`src/rtl/dsp_mac_pipe.sv`:
```
// Parametrised multiply-accumulate slice: A*B product pipeline, X/Y/Z operand select, P feedback.
// Build option: define DSP_MAC_PIPE_CASCADE_EN to add the PCIN_i/PCOUT_o cascade ports.
module dsp_mac_pipe #(
    parameter int A_WIDTH   = 17,
    parameter int B_WIDTH   = 17,
    parameter int C_WIDTH   = 34,
    parameter int P_WIDTH   = 48,
    parameter int OUT_WIDTH = 34,
    parameter int ABREG     = 1,
    parameter int MREG      = 1,
    parameter int CREG      = 1,
    parameter int SHIFT     = 17
) (
    input  logic                 clock_i,
    input  logic                 reset_i,
    input  logic                 valid_i,
    input  logic                 CREG_en_i,
    input  logic [6:0]           OPMODE_i,
    input  logic [A_WIDTH-1:0]   A_i,
    input  logic [B_WIDTH-1:0]   B_i,
    input  logic [C_WIDTH-1:0]   C_i,
`ifdef DSP_MAC_PIPE_CASCADE_EN
    input  logic [P_WIDTH-1:0]   PCIN_i,
    output logic [P_WIDTH-1:0]   PCOUT_o,
`endif
    output logic [OUT_WIDTH-1:0] P_o,
    output logic                 valid_o,
    output logic                 opmode_err_o
);

    localparam int D    = ABREG + MREG;
    localparam int DN   = (D > 0) ? D : 1;
    localparam int AB_W = A_WIDTH + B_WIDTH;

    // A/B travel the full ABREG+MREG depth so {A,B} reaches the ALU with its product.
    logic [A_WIDTH-1:0] a_q  [DN];
    logic [B_WIDTH-1:0] b_q  [DN];
    logic [6:0]         op_q [DN];
    logic [DN-1:0]      vld_q;

    logic [A_WIDTH-1:0] a_mul, a_alu;
    logic [B_WIDTH-1:0] b_mul, b_alu;
    logic [6:0]         op_alu;
    logic               vld_alu;
    logic [AB_W-1:0]    m_comb, m_alu;
    logic [C_WIDTH-1:0] c_alu;

    logic [P_WIDTH-1:0] p_q, p_d;
    logic [P_WIDTH-1:0] x_sel, y_sel, z_sel;
    logic               err_d, err_q, vld_o_q;

    always_ff @(posedge clock_i) begin
        if (reset_i) begin
            for (int i = 0; i < DN; i++) begin
                a_q[i]  <= '0;
                b_q[i]  <= '0;
                op_q[i] <= '0;
                vld_q[i] <= 1'b0;
            end
        end else begin
            a_q[0]   <= A_i;
            b_q[0]   <= B_i;
            op_q[0]  <= OPMODE_i;
            vld_q[0] <= valid_i;
            for (int i = 1; i < DN; i++) begin
                a_q[i]   <= a_q[i-1];
                b_q[i]   <= b_q[i-1];
                op_q[i]  <= op_q[i-1];
                vld_q[i] <= vld_q[i-1];
            end
        end
    end

    generate
        if (ABREG == 0) begin : g_ab_comb
            assign a_mul = A_i;
            assign b_mul = B_i;
        end else begin : g_ab_reg
            assign a_mul = a_q[ABREG-1];
            assign b_mul = b_q[ABREG-1];
        end

        if (D == 0) begin : g_alu_comb
            assign a_alu   = A_i;
            assign b_alu   = B_i;
            assign op_alu  = OPMODE_i;
            assign vld_alu = valid_i;
        end else begin : g_alu_reg
            assign a_alu   = a_q[D-1];
            assign b_alu   = b_q[D-1];
            assign op_alu  = op_q[D-1];
            assign vld_alu = vld_q[D-1];
        end

        if (MREG == 1) begin : g_mreg
            logic [AB_W-1:0] m_q;
            always_ff @(posedge clock_i) begin
                if (reset_i) m_q <= '0;
                else         m_q <= m_comb;
            end
            assign m_alu = m_q;
        end else begin : g_mcomb
            assign m_alu = m_comb;
        end

        if (CREG == 1) begin : g_creg
            // The first stage holds unless enabled; the remaining stages always shift.
            logic [C_WIDTH-1:0] c_q [DN];
            always_ff @(posedge clock_i) begin
                if (reset_i) begin
                    for (int i = 0; i < DN; i++) c_q[i] <= '0;
                end else begin
                    if (CREG_en_i) c_q[0] <= C_i;
                    for (int i = 1; i < DN; i++) c_q[i] <= c_q[i-1];
                end
            end
            assign c_alu = c_q[DN-1];
        end else begin : g_ccomb
            assign c_alu = C_i;
        end
    endgenerate

    assign m_comb = AB_W'(a_mul) * AB_W'(b_mul);

    always_comb begin
        x_sel = '0;
        y_sel = '0;
        z_sel = '0;
        err_d = (op_alu[3:2] == 2'b10) || (op_alu[6:4] == 3'b100) || (op_alu[6:4] == 3'b111)
             || ((op_alu[1:0] == 2'b01) != (op_alu[3:2] == 2'b01));
`ifndef DSP_MAC_PIPE_CASCADE_EN
        err_d = err_d || (op_alu[6:4] == 3'b001) || (op_alu[6:4] == 3'b101);
`endif
        // X=01/Y=01 together select the product once; Y's half contributes nothing.
        case (op_alu[1:0])
            2'b01:   x_sel = P_WIDTH'(m_alu);
            2'b10:   x_sel = p_q;
            2'b11:   x_sel = P_WIDTH'({a_alu, b_alu});
            default: x_sel = '0;
        endcase
        if (op_alu[3:2] == 2'b11) y_sel = P_WIDTH'(c_alu);
        case (op_alu[6:4])
`ifdef DSP_MAC_PIPE_CASCADE_EN
            3'b001:  z_sel = PCIN_i;
            3'b101:  z_sel = PCIN_i >> SHIFT;
`endif
            3'b010:  z_sel = p_q;
            3'b011:  z_sel = P_WIDTH'(c_alu);
            3'b110:  z_sel = p_q >> SHIFT;
            default: z_sel = '0;
        endcase
        if (err_d) begin
            x_sel = '0;
            y_sel = '0;
            z_sel = '0;
        end
        p_d = x_sel + y_sel + z_sel;
    end

    always_ff @(posedge clock_i) begin
        if (reset_i) begin
            p_q     <= '0;
            vld_o_q <= 1'b0;
            err_q   <= 1'b0;
        end else begin
            p_q     <= p_d;
            vld_o_q <= vld_alu;
            err_q   <= err_d;
        end
    end

    assign P_o          = p_q[OUT_WIDTH-1:0];
    assign valid_o      = vld_o_q;
    assign opmode_err_o = err_q;
`ifdef DSP_MAC_PIPE_CASCADE_EN
    assign PCOUT_o      = p_q;
`endif

endmodule
```
`config.mk`:
```
export PLATFORM = sky130hd
export DESIGN_NAME = dsp_mac_pipe
export DESIGN_NICKNAME = d
export VERILOG_FILES = /design/src/rtl/dsp_mac_pipe.sv
export SDC_FILE = /design/constraint.sdc
export NUM_CORES = 1
export LEC_CHECK = 0
export CAP_MARGIN = 20
export CORE_MARGIN = 1.5
export CORE_UTILIZATION = 35
export DETAILED_ROUTE_END_ITERATION = 7
export DONT_BUFFER_PORTS = 1
export PLACE_DENSITY = 0.5
export SKIP_LAST_GASP = 1
export SYNTH_ARGS = -nofsm -noshare
export SYNTH_HDL_FRONTEND = slang
export SYNTH_SLANG_ARGS = --single-unit
```
`constraint.sdc`:
```
create_clock -name clock_i -period 5.5 [get_ports clock_i]
set_input_delay 0.825 -clock clock_i [delete_from_list [all_inputs] [get_ports clock_i]]
set_output_delay 0.825 -clock clock_i [all_outputs]
set_load 0.05 [all_outputs]
```
==> results of run 1 <==
## kinds of logic after synthesis
family,count (synthesis)
muxes,74
buffers and inverters,495
adders and majority gates,426
DFF,236
xor gates and xnor gates,66
other,1
AOI/OAI and AO/OA,306
and+or+nand+nor,862
## metrics by stage
step | utilization [%] | instances
2_1_floorplan | - | 2499
3_3_place_gp | 38.61 | 3378
3_5_place_dp | 38.61 | 3378
4_1_cts | 40.82 | 3451
5_1_grt | 41.15 | 3457
6_report | 41.16 | 3458
## routing by layer
metal | vias up | global-route usage (%) | routed length (µm)
met5 | - | 0 | 0
met4 | 0 | 5.440 | 1872
met3 | 85 | 2.704 | 3162
met2 | 373 | 34.94 | 31690
met1 | 8423 | 27.31 | 29360
li1 | 7994 | - | -
## cell usage after synthesis (36+ instances only)
| library cell | number | area share [%] |
|---|---|---|
| nand2_1 | 345 | 5.8 |
| inv_1 | 335 | 5.6 |
| fa_1 | 259 | 23 |
| nor2b_1 | 176 | 4.9 |
| dfxtp_1 | 168 | 15 |
| ha_1 | 167 | 9.4 |
| and2_1 | 133 | 3.7 |
| clkbuf_1 | 116 | 2.0 |
| nor2_1 | 106 | 1.8 |
| a21oi_1 | 90 | 2.0 |
| edfxtp_1 | 68 | 9.2 |
| o21ai_0 | 59 | 1.3 |
| and3_1 | 38 | 1.1 |
| buf_4 | 38 | 1.3 |
| xor2_1 | 37 | 1.5 |
| a21o_1 | 36 | 1.2 |
| mux2_2 | 36 | 1.8 |
## repair_timing
action,in CTS,in global routing
cloned,0,0
buffers inserted,21,6
pin swaps,46,25
resized for setup,76,42
setup endpoints to repair,17,17
## flip-flops by register name (all words and copies together) (netlist names)
register,flops
g_creg.c_q,68
vld_q,2
b_q,34
p_q,48
op_q,14
valid_o,1
opmode_err_o,1
g_mreg.m_q,34
a_q,34
## final cells by class
cell class                 instances  area (µm²)
fill                            6339       37120
multi-input combinational       1768       15390
sequential                       236        5477
timing repair buffer             218        1759
inverter                         336        1262
tap                              846        1059
clock buffer                      37       805.8
clock inverter                    16       210.2
antenna                            1       2.502
## where the power goes
part	internal, µW	switching [µW]	leakage [µW]
combinational	943	1080	0.00971
clock	1230	836	0.000501
sequential	1930	97.6	0.00211
## path summary, 6_finish.rpt
check / from / end / slack, ps / cells after the start
setup / recovery: b_q[0][5] / g_mreg.m_q[31] / -170 / 20
hold reg to reg: vld_q[0] / vld_q[1] / 440 / 1
hold / removal: reset_i / opmode_err_o / 310 / 1
setup reg to reg: b_q[0][5] / g_mreg.m_q[31] / -170 / 20
## critical path, cell delays in order, from the launching register on
cell and delay (ps):
dfxtp_4 370, and2_4 160, fa_1 530, inv_1 50
fa_1 530, fa_1 440, fa_1 500, inv_1 50
fa_1 480, inv_1 50, fa_1 490, inv_2 50
ha_4 270, and3_4 180, nand4_1 130, o221ai_4 310
a211oi_4 140, nor3b_2 250, nand3_1 120, a21oi_2 160
mux2_4 310
==> run_results.csv, run 1 <==
group,metric,value,unit
global_route,grt_max_degree,243,
clock_network,clk_latency,610,ps
floorplan,io_pins,115,
worst_setup_path,critPathArrivalTime,6140,ps
place,placed_area,24350,µm²
worst_setup_path,cp.required,5970,ps
detailed_routing,firstDrtPassIters,5,
logic_synthesis,ys.flop_type,"dfxtp_1",
floorplan,die_y,255.5,µm
logic_synthesis,synth_top_family_by_area,"adder cells",
sta,fmax,0.1764,GHz
clock_network,cts_buffer_depth,3,
logic_synthesis,synthCells,2466,
global_route,grt_first_pass_wirelength,104200,µm
cells_and_area,final_nets,3094,
place,place_ws,-441.7,ps
logic_synthesis,synthMuxAreaShare,3.561,%
floorplan,initial_utilization,35.37,%
place,place.gp.congestion,0.9102,
place,place_hpwl,51860,µm
global_route,track_usage,20.50,%
detailed_routing,viasPerCell,4.880,
cells_and_area,drive_gt1_share,16.01,%
sta,post-route-period-util,103.1,%
clock_network,clock-sinks,236,
global_route,gr-total-overflow,0,
logic_synthesis,yosysSeqAreaShare,24.22,%
detailed_routing,drt_wl_total,66090,µm
global_route,grt_antenna_before_repair,1,
cells_and_area,areaGrowthSynthToFinish,16.35,%
run,max_cap_viol_count,0,
floorplan,dieWidth,255.5,µm
floorplan,core-area,63080,µm²
pwr,p_leak,0.01231,µW
logic_synthesis,synth_compound_area_share,8.927,%
detailed_routing,wl_per_cell,19.11,µm
logic_synthesis,synthArstFlopShare,0,%
clock_network,cts-root-buf,"clkbuf_16",
worst_setup_path,end_kind,"flop",
clock_network,cts-buffers-inserted,29,
sta,skew,32.74,ps
pwr,power_density,235.5,nW/µm²
pwr,power,6115,µW
sta,rsz0062_at_grt,"yes",
sta,layout_setup_ws,-168.0,ps
cells_and_area,layout_commonest_cell,"nand2_1",
floorplan,die_area,65280,µm²
detailed_routing,ant_nets,0,
pwr,peakVddDrop,0.0002751,V
outcome,status,"finished with violations",
logic_synthesis,ys_seq_elements,236,
sta,tns,-777.5,ps
worst_setup_path,critPathLaunchType,"flop",
logic_synthesis,syn_area_per_cell,9.049,µm²
cells_and_area,layout_common_cells,"nand2_1 (343), inv_1 (327), fa_1 (250)",
sta,hold_ws,313.6,ps
sta,post-route-min-period,5668,ps
detailed_routing,vias,16880,
detailed_routing,drt_first_iter_violations,972,
logic_synthesis,synth_edf_count,68,
clock_network,clk_pin_slew,60,ps
sta,relSlewSlack,41.44,%
logic_synthesis,synthDistinctLibCells,68,
clock_network,cts_tree,"done",
sta,tightest_slew,878.4,ps
detailed_routing,drc_errors,0,
sta,setup_violations,11,
sta,hold_viol_final,0,
logic_synthesis,yosys_warnings,0,
sta,drv_slew,0,
logic_synthesis,synthAdderAreaFrac,32.60,%
floorplan,rows,92,
global_route,grt_pass1_vias,17980,
logic_synthesis,yosys.area_share.simple,19.03,%
place,portBuffers,0,
logic_synthesis,netlist_area,22310,µm²
clock_network,cts_hold_buf,0,
clock_network,cts.htree.levels,1,
logic_synthesis,synth-xor-area-share,2.591,%
cells_and_area,design_area,25960,µm²
worst_setup_path,path_class,"flop to flop",
worst_setup_path,path_max_fanout,7,
min_path,hp-class,"input port to flop",
outcome,violations,"setup timing",
Power figures use the tool's default switching activity.
==> run 2: changes to the inputs <==
--- a/config.mk
+++ b/config.mk
@@ -10,6 +10,7 @@
 export CORE_UTILIZATION = 35
 export DETAILED_ROUTE_END_ITERATION = 7
 export DONT_BUFFER_PORTS = 1
+export HOLD_SLACK_MARGIN = 0.03
 export PLACE_DENSITY = 0.5
 export SKIP_LAST_GASP = 1
 export SYNTH_ARGS = -nofsm -noshare
==> results of run 2 <==
The final DEF is identical to that of run 1; final timing and power are the same.
==> run 3: changes to the inputs <==
--- a/config.mk
+++ b/config.mk
@@ -11,7 +11,7 @@
 export DETAILED_ROUTE_END_ITERATION = 7
 export DONT_BUFFER_PORTS = 1
 export HOLD_SLACK_MARGIN = 0.03
-export PLACE_DENSITY = 0.5
+export PLACE_DENSITY = 0.48
 export SKIP_LAST_GASP = 1
 export SYNTH_ARGS = -nofsm -noshare
 export SYNTH_HDL_FRONTEND = slang
==> constraint.sdc (replaced) <==
create_clock -name clock_i -period 7.28 [get_ports clock_i]
set_input_delay 1.092 -clock clock_i [delete_from_list [all_inputs] [get_ports clock_i]]
set_output_delay 1.092 -clock clock_i [all_outputs]
set_load 0.05 [all_outputs]
==> run_results.csv, run 3 (synthesized netlist as in run 1, its figures left out) <==
group,metric,value,unit
floorplan,initial_utilization,35.37,%
min_path,hp-class,"flop to flop",
worst_setup_path,path_cells,"nand2_1, fa_1, fa_1, fa_1, fa_1, inv_1, fa_1, inv_1, fa_1, inv_1, ha_1, nand2_1, o21ai_0, a21oi_1, o221ai_1, a211oi_2, nor3b_1, nand3_1, a21oi_1, mux2_2",
place,place.gp.congestion,0.9066,
cells_and_area,areaGrowthSynthToFinish,8.321,%
sta,rsz0062_at_grt,"no",
detailed_routing,drc_errors,0,
pwr,seq_power_share,36.0,%
worst_setup_path,r2r_slack,750,ps
cells_and_area,fill_cells,6503,
floorplan,rows,92,
floorplan,core-area,63080,µm²
floorplan,dieWidth,255.5,µm
sta,drv_slew,0,
clock_network,post_cts_resized,0,
clock_network,cts_tree,"done",
pwr,p_clk_share,37.8,%
worst_setup_path,regToRegStartpoint,"b_q[0][2]",
detailed_routing,drt_wl_total,65350,µm
clock_network,clk_latency,620,ps
worst_setup_path,critical_path.max_stage_delay,570,ps
cells_and_area,layout_common_cells,"nand2_1 (345), inv_1 (335), fa_1 (259)",
detailed_routing,firstDrtPassIters,5,
worst_setup_path,critPathLaunch,"b_q[0][2]",
worst_setup_path,path_max_fanout,11,
clock_network,cts.htree.levels,1,
sta,post-route-period-util,89.68,%
detailed_routing,drt_first_iter_violations,1059,
pwr,power,4309,µW
detailed_routing,viasPerCell,4.935,
worst_setup_path,worstReg2RegEnd,"g_mreg.m_q[31]",
run,max_cap_viol_count,0,
pwr,p_int,2877,µW
cells_and_area,layout_commonest_cell,"nand2_1",
clock_network,cts_buffer_depth,3,
global_route,grt_antenna_before_repair,0,
detailed_routing,wl_per_cell,19.88,µm
global_route,track_usage,20.25,%
global_route,grt_pass1_vias,17220,
detailed_routing,vias,16230,
clock_network,cts-root-buf,"clkbuf_16",
global_route,grt_first_pass_wirelength,102100,µm
worst_setup_path,cp.depth,20,
pwr,power_frac_comb,26.2,%
worst_setup_path,r2r_cells,20,
cells_and_area,largest_reg_flops,68,
outcome,status,"complete, no violations",
sta,tns,0,ps
sta,relSlewSlack,38.80,%
sta,tightest_slew,916.0,ps
worst_setup_path,critPathLaunchType,"flop",
pwr,swShare,33.24,%
sta,hold_viol_final,0,
pwr,power_switching,1432,µW
cells_and_area,insertedDiodeCount,0,
place,place_hpwl,50560,µm
sta,post-route-min-period,6529,ps
sta,skew,36.05,ps
sta,fmax,0.1532,GHz
min_path,hold_path_depth,1,
clock_network,cts_hold_buf,0,
worst_setup_path,cpLargestDelayFamily,"adder cells",
cells_and_area,regMostFlops,"g_creg.c_q",
worst_setup_path,crit_top_cell,"fa_1",
pwr,peakVddDrop,0.0001916,V
floorplan,io_pins,115,
cells_and_area,largestRegisters,"g_creg.c_q x68, p_q x48",
clock_network,clock-sinks,236,
floorplan,die_y,255.5,µm
cells_and_area,drive_gt1_share,6.388,%
worst_setup_path,end_kind,"flop",
worst_setup_path,critical_path_buf_inv_count,3,
floorplan,die_area,65280,µm²
clock_network,cts-buffers-inserted,30,
place,portBuffers,0,
worst_setup_path,cp.required,7780,ps
worst_setup_path,critPathArrivalTime,7030,ps
detailed_routing,ant_nets,0,
worst_setup_path,crit_end,"g_mreg.m_q[31]",
worst_setup_path,slowest_stage,"fa_1",
clock_network,clk_pin_slew,60,ps
pwr,p_leak,0.01135,µW
pwr,power_density,178.3,nW/µm²
global_route,gr-total-overflow,0,
worst_setup_path,path_class,"flop to flop",
sta,setup_violations,0,
clock_network,post_cts_buffers,0,
cells_and_area,final_nets,2923,
global_route,grt_max_degree,243,
[run 3: power groups by stage]
stage	Sequential (µW)	Clock, µW	Combinational, µW
3_5_place_dp	1580	0	1140
4_1_cts	1550	1670	1140
2_1_floorplan	1510	0	859
3_3_place_gp	1580	0	1130
6_report	1550	1630	1130
5_1_grt	1560	1720	1290
[run 3: metal layers]
metal,up-vias,global-route usage (%),wire [µm]
met5,-,0,0
met4,0,6.065,1898
met3,93,2.694,2847
met2,328,34.46,31380
met1,8149,26.76,29220
li1,7657,-,-
[run 3: cell type report]
cell class	instances	area, µm²	area share (%)
Timing Repair Buffer	46	345.3	1.429
Clock inverter	21	285.3	1.180
Sequential cell	236	5406	22.37
Tap cell	846	1059	4.379
Inverter	336	1262	5.223
Clock buffer	35	789.5	3.266
Multi-Input combinational cell	1768	15020	62.15
[run 3: worst reg2reg max path, stage by stage (launching register included)]
cell and delay, ps:
dfxtp_1 560, nand2_1 140, fa_1 520, fa_1 570
fa_1 460, fa_1 550, inv_1 50, fa_1 480
inv_1 50, fa_1 470, inv_1 40, ha_1 340
nand2_1 80, o21ai_0 200, a21oi_1 100, o221ai_1 520
a211oi_2 200, nor3b_1 430, nand3_1 130, a21oi_1 180
mux2_2 350
[run 3: worst min-delay path by stage]
stage / from / endpoint / slack [ps]
final: op_q[0][5] / op_q[0][12] / 440
after global routing: op_q[0][6] / op_q[0][13] / 460
after CTS: op_q[0][5] / op_q[0][12] / 440
after detailed placement: vld_q[1] / valid_o / 420
after global placement: vld_q[1] / valid_o / 430
after floorplan: op_q[0][3] / op_q[0][10] / 410
[run 3: stage by stage]
step                      instance area (µm²)  hold slack [ps]  util (%)  instances  setup WS (ps)
after floorplan                         22440            413.8         -       2499           1245
after global placement                  23100            433.5     36.61       3232          863.6
after detailed placement                23100            423.9     36.61       3232          755.8
after CTS                               24170            444.3     38.32       3288          759.9
after global routing                    24170            455.8     38.32       3288          282.0
final                                   24170            439.1     38.32       3288          751.0
